`src/rtl/vga_frame_decoder.sv`:
```
// vga_frame_decoder
// Receive-side VGA monitor. Registers the sync/RGB pins, rebuilds the pixel grid
// from the falling edges of HSYNC/VSYNC, checks line and frame lengths, locks
// after a run of clean frames, and reports how many lit pixels the last frame had.
module vga_frame_decoder #(
    parameter int H_ACTIVE    = 640,
    parameter int H_FP        = 16,
    parameter int H_SYNC      = 96,
    parameter int H_BP        = 48,
    parameter int V_ACTIVE    = 480,
    parameter int V_FP        = 10,
    parameter int V_SYNC      = 2,
    parameter int V_BP        = 33,
    parameter int LOCK_FRAMES = 2
) (
    input  logic        Pixelclock,
    input  logic        reset,
    input  logic        HSYNC,
    input  logic        VSYNC,
    input  logic [8:0]  RGB_in,
    output logic [9:0]  X,
    output logic [8:0]  Y,
    output logic        pixel_valid,
    output logic [8:0]  RGB_pixel,
    output logic        frame_start,
    output logic        locked,
    output logic        sync_err,
    output logic [18:0] lit_count
);

    localparam logic [10:0] H_TOTAL_C = 11'(H_SYNC + H_BP + H_ACTIVE + H_FP);
    localparam logic [10:0] V_TOTAL_C = 11'(V_SYNC + V_BP + V_ACTIVE + V_FP);
    localparam logic [9:0]  H_START   = 10'(H_SYNC + H_BP);
    localparam logic [9:0]  H_END     = 10'(H_SYNC + H_BP + H_ACTIVE - 1);
    localparam logic [9:0]  V_START   = 10'(V_SYNC + V_BP);
    localparam logic [9:0]  V_END     = 10'(V_SYNC + V_BP + V_ACTIVE - 1);
    localparam logic [3:0]  LOCK_C    = 4'(LOCK_FRAMES);

    localparam logic [1:0] ST_SEARCH = 2'd0;
    localparam logic [1:0] ST_VERIFY = 2'd1;
    localparam logic [1:0] ST_LOCKED = 2'd2;

    // pin samples and their one-cycle history (idle level is high)
    logic        hs_q, hs_p_q, vs_q, vs_p_q;
    logic [8:0]  rgb_s_q, rgb_d1_q;

    // timing counters
    logic [9:0]  h_cnt_q, h_cnt_d;
    logic [9:0]  v_cnt_q, v_cnt_d;
    logic        vpend_q, vpend_d;   // VSYNC fell since the last HSYNC fall
    logic        hchk_q, hchk_d;     // line length check armed

    // lock FSM
    logic [1:0]  state_q, state_d;
    logic [3:0]  good_q, good_d;
    logic        errseen_q, errseen_d;

    // lit pixel counting
    logic [18:0] run_q, run_d;
    logic [18:0] lit_q, lit_d;

    // output registers
    logic [9:0]  x_q, x_d;
    logic [8:0]  y_q, y_d;
    logic        pv_q, pv_d;
    logic [8:0]  rgbp_q;
    logic        fs_q;
    logic        locked_q;
    logic        err_q;

    // decoded events
    logic hfall_s, vfall_s, boundary_s, lost_s, line_err_s, frame_err_s, err_s;
    logic hact_s, vact_s;

    // Event decode from the registered pin samples
    always_comb begin
        hfall_s     = hs_p_q & ~hs_q;
        vfall_s     = vs_p_q & ~vs_q;
        boundary_s  = hfall_s & (vfall_s | vpend_q);
        lost_s      = ~hfall_s & (h_cnt_q == 10'd1022);
        line_err_s  = hfall_s & hchk_q & (({1'b0, h_cnt_q} + 11'd1) != H_TOTAL_C);
        frame_err_s = boundary_s & (state_q != ST_SEARCH)
                      & (({1'b0, v_cnt_q} + 11'd1) != V_TOTAL_C);
        err_s       = lost_s | line_err_s | frame_err_s;
    end

    // Next state of the horizontal/vertical counters and their flags
    always_comb begin
        h_cnt_d = h_cnt_q;
        v_cnt_d = v_cnt_q;
        vpend_d = vpend_q;
        hchk_d  = hchk_q;
        if (hfall_s) begin
            h_cnt_d = 10'd0;
            vpend_d = 1'b0;
            hchk_d  = 1'b1;
            if (boundary_s) begin
                v_cnt_d = 10'd0;
            end else if (v_cnt_q != 10'd1023) begin
                v_cnt_d = v_cnt_q + 10'd1;
            end else begin
                v_cnt_d = v_cnt_q;
            end
        end else begin
            if (h_cnt_q != 10'd1023) begin
                h_cnt_d = h_cnt_q + 10'd1;
            end else begin
                h_cnt_d = h_cnt_q;
            end
            if (vfall_s) begin
                vpend_d = 1'b1;
            end else begin
                vpend_d = vpend_q;
            end
            // after a lost line the next HSYNC fall only re-anchors the counter
            if (lost_s) begin
                hchk_d = 1'b0;
            end else begin
                hchk_d = hchk_q;
            end
        end
    end

    // Lock FSM: lost HSYNC wins over everything, a frame with an error counts as bad
    always_comb begin
        state_d   = state_q;
        good_d    = good_q;
        errseen_d = errseen_q | err_s;
        if (lost_s) begin
            state_d   = ST_SEARCH;
            good_d    = 4'd0;
            errseen_d = 1'b0;
        end else begin
            case (state_q)
                ST_SEARCH: begin
                    errseen_d = 1'b0;
                    if (boundary_s) begin
                        state_d = ST_VERIFY;
                        good_d  = 4'd0;
                    end else begin
                        state_d = ST_SEARCH;
                    end
                end
                ST_VERIFY: begin
                    if (boundary_s) begin
                        errseen_d = 1'b0;
                        if (errseen_q | err_s) begin
                            good_d = 4'd0;
                        end else if ((good_q + 4'd1) >= LOCK_C) begin
                            good_d  = good_q + 4'd1;
                            state_d = ST_LOCKED;
                        end else begin
                            good_d = good_q + 4'd1;
                        end
                    end else if (err_s) begin
                        good_d = 4'd0;
                    end else begin
                        good_d = good_q;
                    end
                end
                ST_LOCKED: begin
                    if (err_s) begin
                        state_d   = ST_VERIFY;
                        good_d    = 4'd0;
                        // the frame in progress already carries this error
                        errseen_d = ~boundary_s;
                    end else if (boundary_s) begin
                        errseen_d = 1'b0;
                    end else begin
                        errseen_d = errseen_q;
                    end
                end
                default: begin
                    state_d   = ST_SEARCH;
                    good_d    = 4'd0;
                    errseen_d = 1'b0;
                end
            endcase
        end
    end

    // Running lit counter, snapshotted into lit_count at each frame boundary
    always_comb begin
        run_d = run_q;
        lit_d = lit_q;
        if (boundary_s) begin
            lit_d = run_q;
            run_d = 19'd0;
        end else if (pv_q && (rgbp_q != 9'd0)) begin
            run_d = run_q + 19'd1;
        end else begin
            run_d = run_q;
        end
    end

    // Active window and pixel coordinates for the output stage
    always_comb begin
        hact_s = (h_cnt_q >= H_START) && (h_cnt_q <= H_END);
        vact_s = (v_cnt_q >= V_START) && (v_cnt_q <= V_END);
        x_d    = 10'd0;
        y_d    = 9'd0;
        if (hact_s) begin
            x_d = h_cnt_q - H_START;
        end else begin
            x_d = 10'd0;
        end
        if (vact_s) begin
            y_d = 9'(v_cnt_q - V_START);
        end else begin
            y_d = 9'd0;
        end
        pv_d = hact_s & vact_s & locked_q;
    end

    // Pin sampling; RGB gets one extra stage to line up with the counters
    always_ff @(posedge Pixelclock or negedge reset) begin
        if (!reset) begin
            hs_q     <= 1'b1;
            hs_p_q   <= 1'b1;
            vs_q     <= 1'b1;
            vs_p_q   <= 1'b1;
            rgb_s_q  <= 9'd0;
            rgb_d1_q <= 9'd0;
        end else begin
            hs_q     <= HSYNC;
            hs_p_q   <= hs_q;
            vs_q     <= VSYNC;
            vs_p_q   <= vs_q;
            rgb_s_q  <= RGB_in;
            rgb_d1_q <= rgb_s_q;
        end
    end

    // Timing counters, lock FSM and lit counters
    always_ff @(posedge Pixelclock or negedge reset) begin
        if (!reset) begin
            h_cnt_q   <= 10'd0;
            v_cnt_q   <= 10'd0;
            vpend_q   <= 1'b0;
            hchk_q    <= 1'b0;
            state_q   <= ST_SEARCH;
            good_q    <= 4'd0;
            errseen_q <= 1'b0;
            run_q     <= 19'd0;
            lit_q     <= 19'd0;
        end else begin
            h_cnt_q   <= h_cnt_d;
            v_cnt_q   <= v_cnt_d;
            vpend_q   <= vpend_d;
            hchk_q    <= hchk_d;
            state_q   <= state_d;
            good_q    <= good_d;
            errseen_q <= errseen_d;
            run_q     <= run_d;
            lit_q     <= lit_d;
        end
    end

    // Registered outputs
    always_ff @(posedge Pixelclock or negedge reset) begin
        if (!reset) begin
            x_q      <= 10'd0;
            y_q      <= 9'd0;
            pv_q     <= 1'b0;
            rgbp_q   <= 9'd0;
            fs_q     <= 1'b0;
            locked_q <= 1'b0;
            err_q    <= 1'b0;
        end else begin
            x_q      <= x_d;
            y_q      <= y_d;
            pv_q     <= pv_d;
            rgbp_q   <= rgb_d1_q;
            fs_q     <= boundary_s;
            locked_q <= (state_q == ST_LOCKED);
            err_q    <= err_s;
        end
    end

    assign X           = x_q;
    assign Y           = y_q;
    assign pixel_valid = pv_q;
    assign RGB_pixel   = rgbp_q;
    assign frame_start = fs_q;
    assign locked      = locked_q;
    assign sync_err    = err_q;
    assign lit_count   = lit_q;

endmodule

```
`config.mk`:
```
export PLATFORM = sky130hd
export DESIGN_NAME = vga_frame_decoder
export DESIGN_NICKNAME = d
export VERILOG_FILES = /design/src/rtl/vga_frame_decoder.sv
export SDC_FILE = /design/constraint.sdc
export NUM_CORES = 1
export LEC_CHECK = 0
export BUFFER_PORTS_ARGS = -buffer_cell sky130_fd_sc_hd__clkbuf_2
export CAP_MARGIN = 25
export CORE_MARGIN = 8
export CORE_UTILIZATION = 35
export CTS_BUF_LIST = sky130_fd_sc_hd__clkbuf_4 sky130_fd_sc_hd__clkbuf_8
export DETAILED_ROUTE_END_ITERATION = 8
export SKIP_LAST_GASP = 1
export SYNTH_ARGS = -nofsm -noshare
export SYNTH_HDL_FRONTEND = slang
export SYNTH_SLANG_ARGS = --single-unit
```
`constraint.sdc`:
```
create_clock -name Pixelclock -period 7.8 [get_ports Pixelclock]
set_input_delay 0.78 -clock Pixelclock [delete_from_list [all_inputs] [get_ports Pixelclock]]
set_output_delay 0.78 -clock Pixelclock [all_outputs]
set_load 0.02 [all_outputs]
```
Word level (Yosys, flattened, before mapping)
Index checks and enable logic that the tools add are counted.
{"block": "word_totals", "register_bits": 121, "latch_bits": 0, "mem_bits_rw": 0, "mem_bits_ro": 0, "output_inout_bits": 51, "word_cells": 109, "n_memories": 0}
{"block": "classes", "n_addsub": 8, "mul": 0, "div_mod_pow": 0, "n_lt_le_gt_ge": 5, "n_eq_ne": 13, "shifts": 0, "n_mux": 30, "n_bitwise": 18, "n_reduce_logical": 13}
{"cell": "$mux W10", "count": 5}
{"cell": "$mux W19", "count": 2}
{"cell": "$add A10 B1 Y11 const B", "count": 2}
{"cell": "$ne A11 B10 Y1 const B", "count": 2}
{"cell": "$add A10 B1 Y10 const B", "count": 2}
{"cell": "$le A10 B10 Y1 const B", "count": 2}
{"cell": "$mux W4", "count": 5}
{"cell": "$ne A10 B10 Y1 const B", "count": 2}
{"cell": "$add A19 B1 Y19 const B", "count": 1}
{"cell": "$ne A3 B3 Y1 const B", "count": 5}
{"cell": "$pmux W4 S3", "count": 1}
{"cell": "$reduce_bool A2 Y1", "count": 6}
{"cell": "$and A1 B1 Y1", "count": 10}
{"cell": "$eq A10 B10 Y1 const B", "count": 1}
{"cell": "$ge A10 B6 Y1 const B", "count": 1}
{"cell": "$ge A10 B8 Y1 const B", "count": 1}
{"cell": "$mux W2", "count": 5}
{"cell": "$sub A10 B8 Y10 const B", "count": 1}
{"cell": "$mux W1", "count": 9}
{"cell": "$mux W9", "count": 1}
{"cell": "$reduce_bool A9 Y1", "count": 1}
{"cell": "$sub A9 B6 Y9 const B", "count": 1}
{"cell": "$pmux W2 S3", "count": 1}
{"cell": "$add A4 B1 Y4 const B", "count": 1}
{"cell": "other kinds (11)", "count": 19}

Longest topological paths before layout
Gate-level depths: netlist (run 1).
{"block": "depth", "word_depth": 12, "depth_mapped": 11, "mapped_depth_nobuf": 9}

Worst setup path after synthesis (run 1)
No wires, ideal clock.
{"block": "synth_path", "path_type": "reg2reg", "start": "register h_cnt_q[4]", "end": "register state_q[0]", "t_arrival_ns": 2.376, "required_time_ns": 7.675, "setup_slack_ns": 5.299, "stages_incl_launch_ff": 11, "period_less_slack_ns": 2.501, "path_cell_list": "dfrtp_1 > ha_1 > nand3_1 > or4_4 > buf_6 > nand2_4 > o41ai_4 > and2_1 > buf_6 > a32o_2 > mux2_4"}
{"block": "synth_between", "elab_chain_len": 8, "word_cells_on_any_way": 14, "classes_between": "add/sub: 1; eq/ne: 6; mux: 1; bitwise: 5; reduce/logical: 1"}
{"element": "start, declared", "line": "48", "source": "logic [9:0] h_cnt_q, h_cnt_d;"}
{"element": "start signal, assigned", "line": "247", "source": "h_cnt_q <= h_cnt_d;"}
{"element": "$add A10 B1 Y11", "line": "81", "source": "line_err_s = hfall_s & hchk_q & (({1'b0, h_cnt_q} + 11'd1) != H_TOTAL_C);"}
{"element": "$ne A11 B10 Y1", "line": "81"}
{"element": "$and A1 B1 Y1", "line": "81"}
{"element": "$or A1 B1 Y1 (2 in a row)", "line": "84", "source": "err_s = lost_s | line_err_s | frame_err_s;"}
{"element": "$or A1 B1 Y1", "line": "147", "source": "if (errseen_q | err_s) begin"}
{"element": "$ne A3 B3 Y1 (no source line)"}
{"element": "$reduce_and A4 Y1 (no source line)"}
{"element": "end signal, assigned", "line": "251", "source": "state_q <= state_d;"}
{"element": "end, declared", "line": "54", "source": "logic [1:0] state_q, state_d;"}
Several ways; a longest one is shown, not always the timed one.
A chain may end at the register's enable or synchronous reset.

Final worst setup path (run 1)
{"block": "layout_path", "start": "register hs_p_q", "end": "register state_q[0]"}
{"block": "layout_between", "elab_chain_len": 8, "word_cells_on_any_way": 19, "classes_between": "eq/ne: 4; mux: 3; bitwise: 11; reduce/logical: 1"}
{"element": "start, declared", "line": "44", "source": "logic hs_q, hs_p_q, vs_q, vs_p_q;"}
{"element": "start signal, assigned", "line": "226", "source": "hs_p_q <= hs_q;"}
{"element": "$and A1 B1 Y1 (*)", "line": "77", "source": "hfall_s = hs_p_q & ~hs_q;"}
{"element": "$and A1 B1 Y1, or another cell as far along", "line": "81"}
{"element": "$and A1 B1 Y1 (on tied branches)", "line": "81, 80, 82"}
{"element": "$or A1 B1 Y1 / $and A1 B1 Y1 (equally long branches)", "line": "84, 83"}
{"element": "$or A1 B1 Y1", "line": "84"}
{"element": "$or A1 B1 Y1", "line": "147"}
{"element": "$ne A3 B3 Y1 (no source line)"}
{"element": "$reduce_and A4 Y1 (no source line)"}
Every way passes the cells marked *; elsewhere a longest branch is shown, timed or not.

==> results of run 1 <==
## sequential cells by signal, indices dropped and copies added, names as in the netlist, 2 cells and up
| name | flops |
|---|---|
| rgb_s_q | 9 |
| X | 10 |
| run_q | 19 |
| state_q | 2 |
| good_q | 4 |
| v_cnt_q | 10 |
| Y | 9 |
| RGB_pixel | 9 |
| rgb_d1_q | 9 |
| lit_count | 19 |
| h_cnt_q | 10 |
## metrics by stage
step	worst slack, ns	area (sq um)	util	std cells
3_5_place_dp	4.97	5870	0.387	753
2_1_floorplan	5.30	5420	-	527
3_3_place_gp	4.51	5840	0.386	752
4_1_cts	4.97	6310	0.417	785
5_1_grt	4.80	6320	0.417	786
6_report	4.96	6320	0.417	786
## cells by family (layout without fill, tap and decap cells)
logic type	after synthesis	after routing
fa+ha+maj	17	17
xor+xnor	36	36
compound gates	65	65
mux	5	5
simple gates	231	231
buf+inv	52	123
flops	121	121
## final cells by class
| class | count | area share |
|---|---|---|
| clock buffer | 21 | 0.0428 |
| tap | 188 | 0.0372 |
| multi-input combinational | 354 | 0.340 |
| inverter | 23 | 0.0137 |
| timing repair buffer | 68 | 0.0594 |
| clock inverter | 11 | 0.0271 |
| sequential | 121 | 0.480 |
## cells in the mapped netlist (all sizes together), types with 2 or more instances
master,count
dfrtp,117
nand2,85
nor2,62
inv,23
nand3,23
o21ai,19
xor2,19
clkbuf,17
ha,17
xnor2,17
nor3,16
a21oi,12
buf,12
nand4,10
a31oi,7
and3,7
nor3b,5
and4,4
dfstp,4
nor4,4
mux2i,3
nor2b,3
o31ai,3
o41ai,3
a211oi,2
a21o,2
and2,2
mux2,2
nand2b,2
o22ai,2
o31a,2
or3,2
or4,2
## power breakdown
part / internal, W / switching [W]
logic: 0.0000609 / 0.000103
registers: 0.000655 / 0.0000319
clock network: 0.000368 / 0.000248
total: 0.00108 / 0.000384
## worst max path at each step
stage / startpoint / endpoint / slack, ns / cells after the start
2_1_floorplan: h_cnt_q[4] / state_q[0] / 5.30 / 10
3_5_place_dp: hs_p_q / state_q[0] / 4.97 / 9
3_3_place_gp: hs_p_q / state_q[0] / 4.51 / 8
4_1_cts: hs_p_q / state_q[0] / 4.97 / 9
6_report: hs_p_q / state_q[0] / 4.96 / 9
5_1_grt: hs_p_q / state_q[0] / 4.80 / 9
## cells in the final DEF, fill, tap and decap left out, types with 4 or more instances in the layout
cell / count
nand3_1: 22
nor4_1: 4
and3_1: 7
inv_1: 21
nand4_1: 10
ha_1: 17
clkbuf_8: 18
xnor2_1: 17
bufinv_16: 4
clkbuf_4: 4
a21oi_1: 12
clkbuf_2: 62
buf_4: 4
nor3b_1: 5
xor2_1: 19
dfrtp_1: 117
dfstp_2: 4
o21ai_0: 18
nor2_1: 61
a31oi_1: 7
nand2_1: 84
nor3_1: 15
## worst register-to-register path, stage by stage (launching register included)
cell,delay (ns)
dfstp_2,0.51
nor2b_4,0.38
o21ai_2,0.09
buf_4,0.25
inv_1,0.32
buf_16,0.23
a311oi_2,0.15
and2_1,0.24
a32o_2,0.26
mux2_4,0.29
## metal layers
metal,vias to the layer above,track usage,share of wire
met5,-,0,0
li1,1895,-,-
met3,18,0.0418,0.067
met4,0,0.0577,0.019
met1,1839,0.154,0.47
met2,93,0.177,0.45
==> flow_summary.json, run 1 <==
{
  "clkSinkCount": 121,
  "yosys.area_share.adder": 0.0392,
  "grt_pass1_wl_um": 19300,
  "firstDrtPassIters": 4,
  "dp_hpwl_um": 7540,
  "gp_congestion": 0.836,
  "post_cts_resize_count": 0,
  "regArea_sq_um": 3030,
  "die_area_sq_um": 19700,
  "path_max_fanout": 33,
  "min_path_cells": 0,
  "synth_top_area_frac": 0.540,
  "synth_compound_area_frac": 0.0856,
  "ctsHoldBuffers": 0,
  "yosysSeqAreaShare": 0.560,
  "die_h_um": 140,
  "powerDensity_nw_per_um2": 232,
  "syn_inst": 527,
  "startpoint_type": "flip-flop",
  "r2r-end": "state_q[0]",
  "fin_skew_ns": 0.0138,
  "p_leak_nw": 3.06,
  "yosysUniqueCellTypes": 65,
  "cpMaxStageDelayCell": "dfstp_2",
  "synth-async-reset-ratio": 1.00,
  "max_stage_delay_ns": 0.51,
  "root_buffer": "clkbuf_8",
  "grt_overflow_total": 0,
  "htreeDepth": 4,
  "critPathTopFamily": "buffers and inverters",
  "max-cap-violations": 0,
  "vdd_ir_drop_max_v": 0.000116,
  "synthXorXnorAreaFrac": 0.0582,
  "synth_area_leaders": "dfrtp_1 (54%), nand2_1 (5.8%), nor2_1 (4.2%)",
  "hold_slack_ns": 0.346,
  "fin_crit_sh": 0.364,
  "yosysTopAreaCell": "dfrtp_1",
  "worstMarginPinSlew_ns": 0.826,
  "drtAntennaViolNets": 0,
  "relSlewSlack": 0.450,
  "p_total_w": 0.00147,
  "drc": 0,
  "rrSetupSlack_ns": 4.96,
  "critPathKind": "reg2reg",
  "synthFlopType": "dfrtp_1",
  "grt_pass1_vias": 3879,
  "port_buffers": 63,
  "yosysWarnings": 0,
  "holdCritStartpoint": "rgb_d1_q[6]",
  "layout_min_cycle_time_ns": 2.84,
  "cts_inserted_buffers": 17,
  "synth_fp_nets": 557,
  "clk_pin_slew_ns": 0.07,
  "finalHoldViolCount": 0,
  "initial_utilization": 0.358,
  "wirelength_um": 11100,
  "synth_seq_cells": 121,
  "cts_setup_buffers": 0,
  "synth_area_sq_um": 5420,
  "whs_endpoint": "RGB_pixel[6]",
  "drive_above_1_share": 0.206,
  "clockBufferDepth": 2,
  "synth_top_family_by_area": "simple AND/OR/NAND/NOR gates",
  "die_w_um": 140,
  "worst_ep_required_time_ns": 8.11,
  "num_vias": 3845,
  "multi_input_area_sq_um": 2140,
  "slew_violations": 0,
  "wl_per_cell_um": 14.1,
  "rr_worst_depth": 9,
  "finalSetupViolations": 0,
  "grt_antenna_before_repair": 0,
  "grt_max_degree": 69,
  "synth_edf_count": 0,
  "clock_latency_ns": 0.43,
  "synth-simple-area-share": 0.202,
  "tns_ns": 0,
  "antenna_cells": 0,
  "cp.arrival_ns": 3.15,
  "grt_use_total": 0.120,
  "crit_chain": "nor2b_4 > o21ai_2 > buf_4 > inv_1 > buf_16 > a311oi_2 > and2_1 > a32o_2 > mux2_4",
  "coreArea_sq_um": 15100,
  "viasPerCell": 4.89,
  "path_buf_inv": 3,
  "rsz0062_at_grt": "false",
  "fmaxAchievable_mhz": 352,
  "syn_area_per_cell_sq_um": 10.3,
  "num-nets-final": 615,
  "synth_mux_area_frac": 0.0104,
  "holdCritPathClass": "reg2reg",
  "ios": 64,
  "row_count": 45,
  "critPathCaptureType": "flip-flop",
  "cts_tree": "built",
  "drt_iter0_markers": 331,
  "fill_cells": 1433,
  "reg2reg_from": "hs_p_q",
  "status": "finished clean",
  "syn2layout_area_growth_pct": 16.5
}
Power figures use the tool's default switching activity.
==> run 2: changes to the inputs <==
--- a/config.mk
+++ b/config.mk
@@ -5,6 +5,7 @@
 export SDC_FILE = /design/constraint.sdc
 export NUM_CORES = 1
 export LEC_CHECK = 0
+export ABC_AREA = 1
 export BUFFER_PORTS_ARGS = -buffer_cell sky130_fd_sc_hd__clkbuf_2
 export CAP_MARGIN = 25
 export CORE_MARGIN = 8
==> constraint.sdc (replaced) <==
create_clock -name Pixelclock -period 2.7 [get_ports Pixelclock]
set_input_delay 0.27 -clock Pixelclock [delete_from_list [all_inputs] [get_ports Pixelclock]]
set_output_delay 0.27 -clock Pixelclock [all_outputs]
set_load 0.02 [all_outputs]
==> run 2 against run 1 <==
  * Synthesized cell count up 18%
  * Sequential share of layout area shrank 2.5 points
  * Power increased to 2.9 times the previous value
  * Die area grew 2.8%
  * Critical path depth rose by 6
  * Clock skew down 0.0048 ns
  * Worst setup slack worse by 4.5 ns
  * First-iteration DRC count down 21%
  * Critical path type unchanged
==> flow_summary.json, run 2 <==
{
  "cts_tree": "built",
  "finalHoldViolCount": 0,
  "row_count": 46,
  "whs_endpoint": "RGB_pixel[0]",
  "ios": 64,
  "p_total_w": 0.00430,
  "cts_inserted_buffers": 17,
  "syn_area_per_cell_sq_um": 9.00,
  "yosysWarnings": 0,
  "yosysUniqueCellTypes": 43,
  "route.met3.wl_um": 616,
  "rrSetupSlack_ns": 0.43,
  "holdCritStartpoint": "rgb_d1_q[0]",
  "grt_max_degree": 56,
  "tns_ns": 0,
  "synth_fp_nets": 651,
  "layout_min_cycle_time_ns": 2.27,
  "coreArea_sq_um": 15800,
  "startpoint_type": "flip-flop",
  "die_w_um": 142,
  "m1WireLength_um": 5510,
  "r2r-end": "state_q[0]",
  "vdd_ir_drop_max_v": 0.000304,
  "holdCritPathClass": "reg2reg",
  "synth_area_leaders": "dfrtp_1 (52%), nand2_1 (9.1%), inv_1 (4.7%)",
  "fin_crit_sh": 0.842,
  "initial_utilization": 0.355,
  "clockBufferDepth": 2,
  "wl_per_cell_um": 13.0,
  "slew_violations": 0,
  "p_leak_nw": 3.32,
  "cp.arrival_ns": 2.60,
  "dp_hpwl_um": 8750,
  "cts_setup_buffers": 0,
  "htreeDepth": 4,
  "drt_iter0_markers": 261,
  "synth_top_family_by_area": "simple AND/OR/NAND/NOR gates",
  "synth_top_area_frac": 0.524,
  "drtAntennaViolNets": 0,
  "gp_congestion": 0.861,
  "yosysTopAreaCell": "dfrtp_1",
  "synth_area_sq_um": 5590,
  "die_h_um": 142,
  "synth_mux_area_frac": 0,
  "synth-simple-area-share": 0.246,
  "antenna_cells": 0,
  "worstMarginPinSlew_ns": 0.673,
  "final_cell_mix": "nand2_1 (135), dfrtp_1 (117), inv_1 (70), clkbuf_2 (62), nor2_1 (52)",
  "finalSetupViolations": 0,
  "num_vias": 4362,
  "ctsHoldBuffers": 12,
  "final_common_cell": "nand2_1",
  "die_area_sq_um": 20300,
  "synth-async-reset-ratio": 1.00,
  "syn_inst": 621,
  "synth_seq_cells": 121,
  "firstDrtPassIters": 4,
  "max-cap-violations": 0,
  "post_cts_resize_count": 0,
  "rr_worst_depth": 15,
  "fin_skew_ns": 0.00903,
  "clock_latency_ns": 0.43,
  "clkSinkCount": 121,
  "syn2layout_area_growth_pct": 19.2,
  "num-nets-final": 737,
  "drive_above_1_share": 0.193,
  "fmaxAchievable_mhz": 440,
  "synth_edf_count": 0,
  "worst_ep_required_time_ns": 3.03,
  "yosysMostFrequentCell": "nand2_1",
  "ys_top_cells_by_count": "nand2_1 (135), dfrtp_1 (117), inv_1 (70), nor2_1 (52), o21ai_0 (51)",
  "status": "finished clean",
  "grt_pass1_wl_um": 21200,
  "port_buffers": 63,
  "reg2reg_from": "h_cnt_q[4]",
  "rsz0062_at_grt": "false",
  "grt_pass1_vias": 4431,
  "powerDensity_nw_per_um2": 646,
  "grt_antenna_before_repair": 0,
  "root_buffer": "clkbuf_8",
  "critPathKind": "reg2reg",
  "drc": 0,
  "grt_use_total": 0.130,
  "routed-wl-met2_um": 5910,
  "critPathCaptureType": "flip-flop",
  "grt_overflow_total": 0,
  "yosysSeqAreaShare": 0.542,
  "synthXorXnorAreaFrac": 0.0204,
  "wirelength_um": 12100,
  "viasPerCell": 4.66,
  "path_max_fanout": 7,
  "min_path_cells": 0,
  "synthFlopType": "dfrtp_1",
  "clk_pin_slew_ns": 0.07,
  "relSlewSlack": 0.548,
  "routed.top_layer": "met4",
  "fill_cells": 1582,
  "yosys.area_share.adder": 0.0380,
  "synth_compound_area_frac": 0.0900
}
[run 2: how the worst max path moves through the flow]
stage / from / end / slack, ns / cells after the start
floorplan: h_cnt_q[0] / state_q[0] / 0.69 / 15
global placement: v_cnt_q[0] / Y[7] / 0.47 / 8
detailed placement: h_cnt_q[1] / pixel_valid / 0.41 / 7
CTS: h_cnt_q[4] / state_q[1] / 0.42 / 15
global route: h_cnt_q[1] / state_q[1] / 0.20 / 16
finish: h_cnt_q[4] / state_q[0] / 0.43 / 15
[run 2: report_power, final]
| group | total (W) | leakage (nW) | switching, W | internal, W |
|---|---|---|---|---|
| logic | 0.000682 | 1.53 | 0.000455 | 0.000227 |
| registers | 0.00203 | 1.59 | 0.000119 | 0.00191 |
| clock network | 0.00159 | 0.198 | 0.000720 | 0.000872 |
| total | 0.00430 | 3.32 | 0.00129 | 0.00301 |
[run 2: cells by family (layout without fill, tap and decap cells)]
kind of cell / count (synthesis) / in the layout
compound gates: 89 / 89
buf+inv: 88 / 187
xor+xnor: 13 / 13
fa+ha+maj: 17 / 17
flops: 121 / 121
simple gates: 293 / 293
[run 2: layout make-up]
cell class,instances,area (sq um),area share
Sequential cell,121,3030,0.455
Inverter,73,274,0.0411
Multi-Input combinational cell,412,2200,0.331
Clock inverter,12,125,0.0188
Timing Repair Buffer,82,488,0.0732
Tap cell,216,270,0.0406
Clock buffer,20,269,0.0404
[run 2: routing by layer]
| metal | track usage | up-vias |
|---|---|---|
| met5 | 0 | - |
| met4 | 0.0419 | 0 |
| li1 | - | 2192 |
| met1 | 0.158 | 2075 |
| met2 | 0.213 | 86 |
| met3 | 0.0436 | 9 |
[run 2: stage by stage]
stage                     cells  area, sq um   util  hold slack, ns  worst slack (ns)
after floorplan             621         5590      -         -0.0256             0.694
after global placement      891         6140  0.390           0.331             0.468
after detailed placement    891         6140  0.390           0.336             0.410
after CTS                   935         6660  0.422           0.353             0.421
after global routing        936         6660  0.423           0.355             0.198
final                       936         6660  0.423           0.349             0.425
[run 2: critical path: stages, from the launching register on]
cell and delay (ns):
dfrtp_1 0.47, ha_1 0.27, nand2_2 0.13, nor2_8 0.05
nand2_1 0.14, nand3_1 0.11, nor2_2 0.13, nand3_2 0.10
a21oi_4 0.24, nand2_4 0.11, inv_2 0.07, nand2_2 0.06
nand2_2 0.09, nand3_2 0.08, nand2_1 0.06, nand2_1 0.05
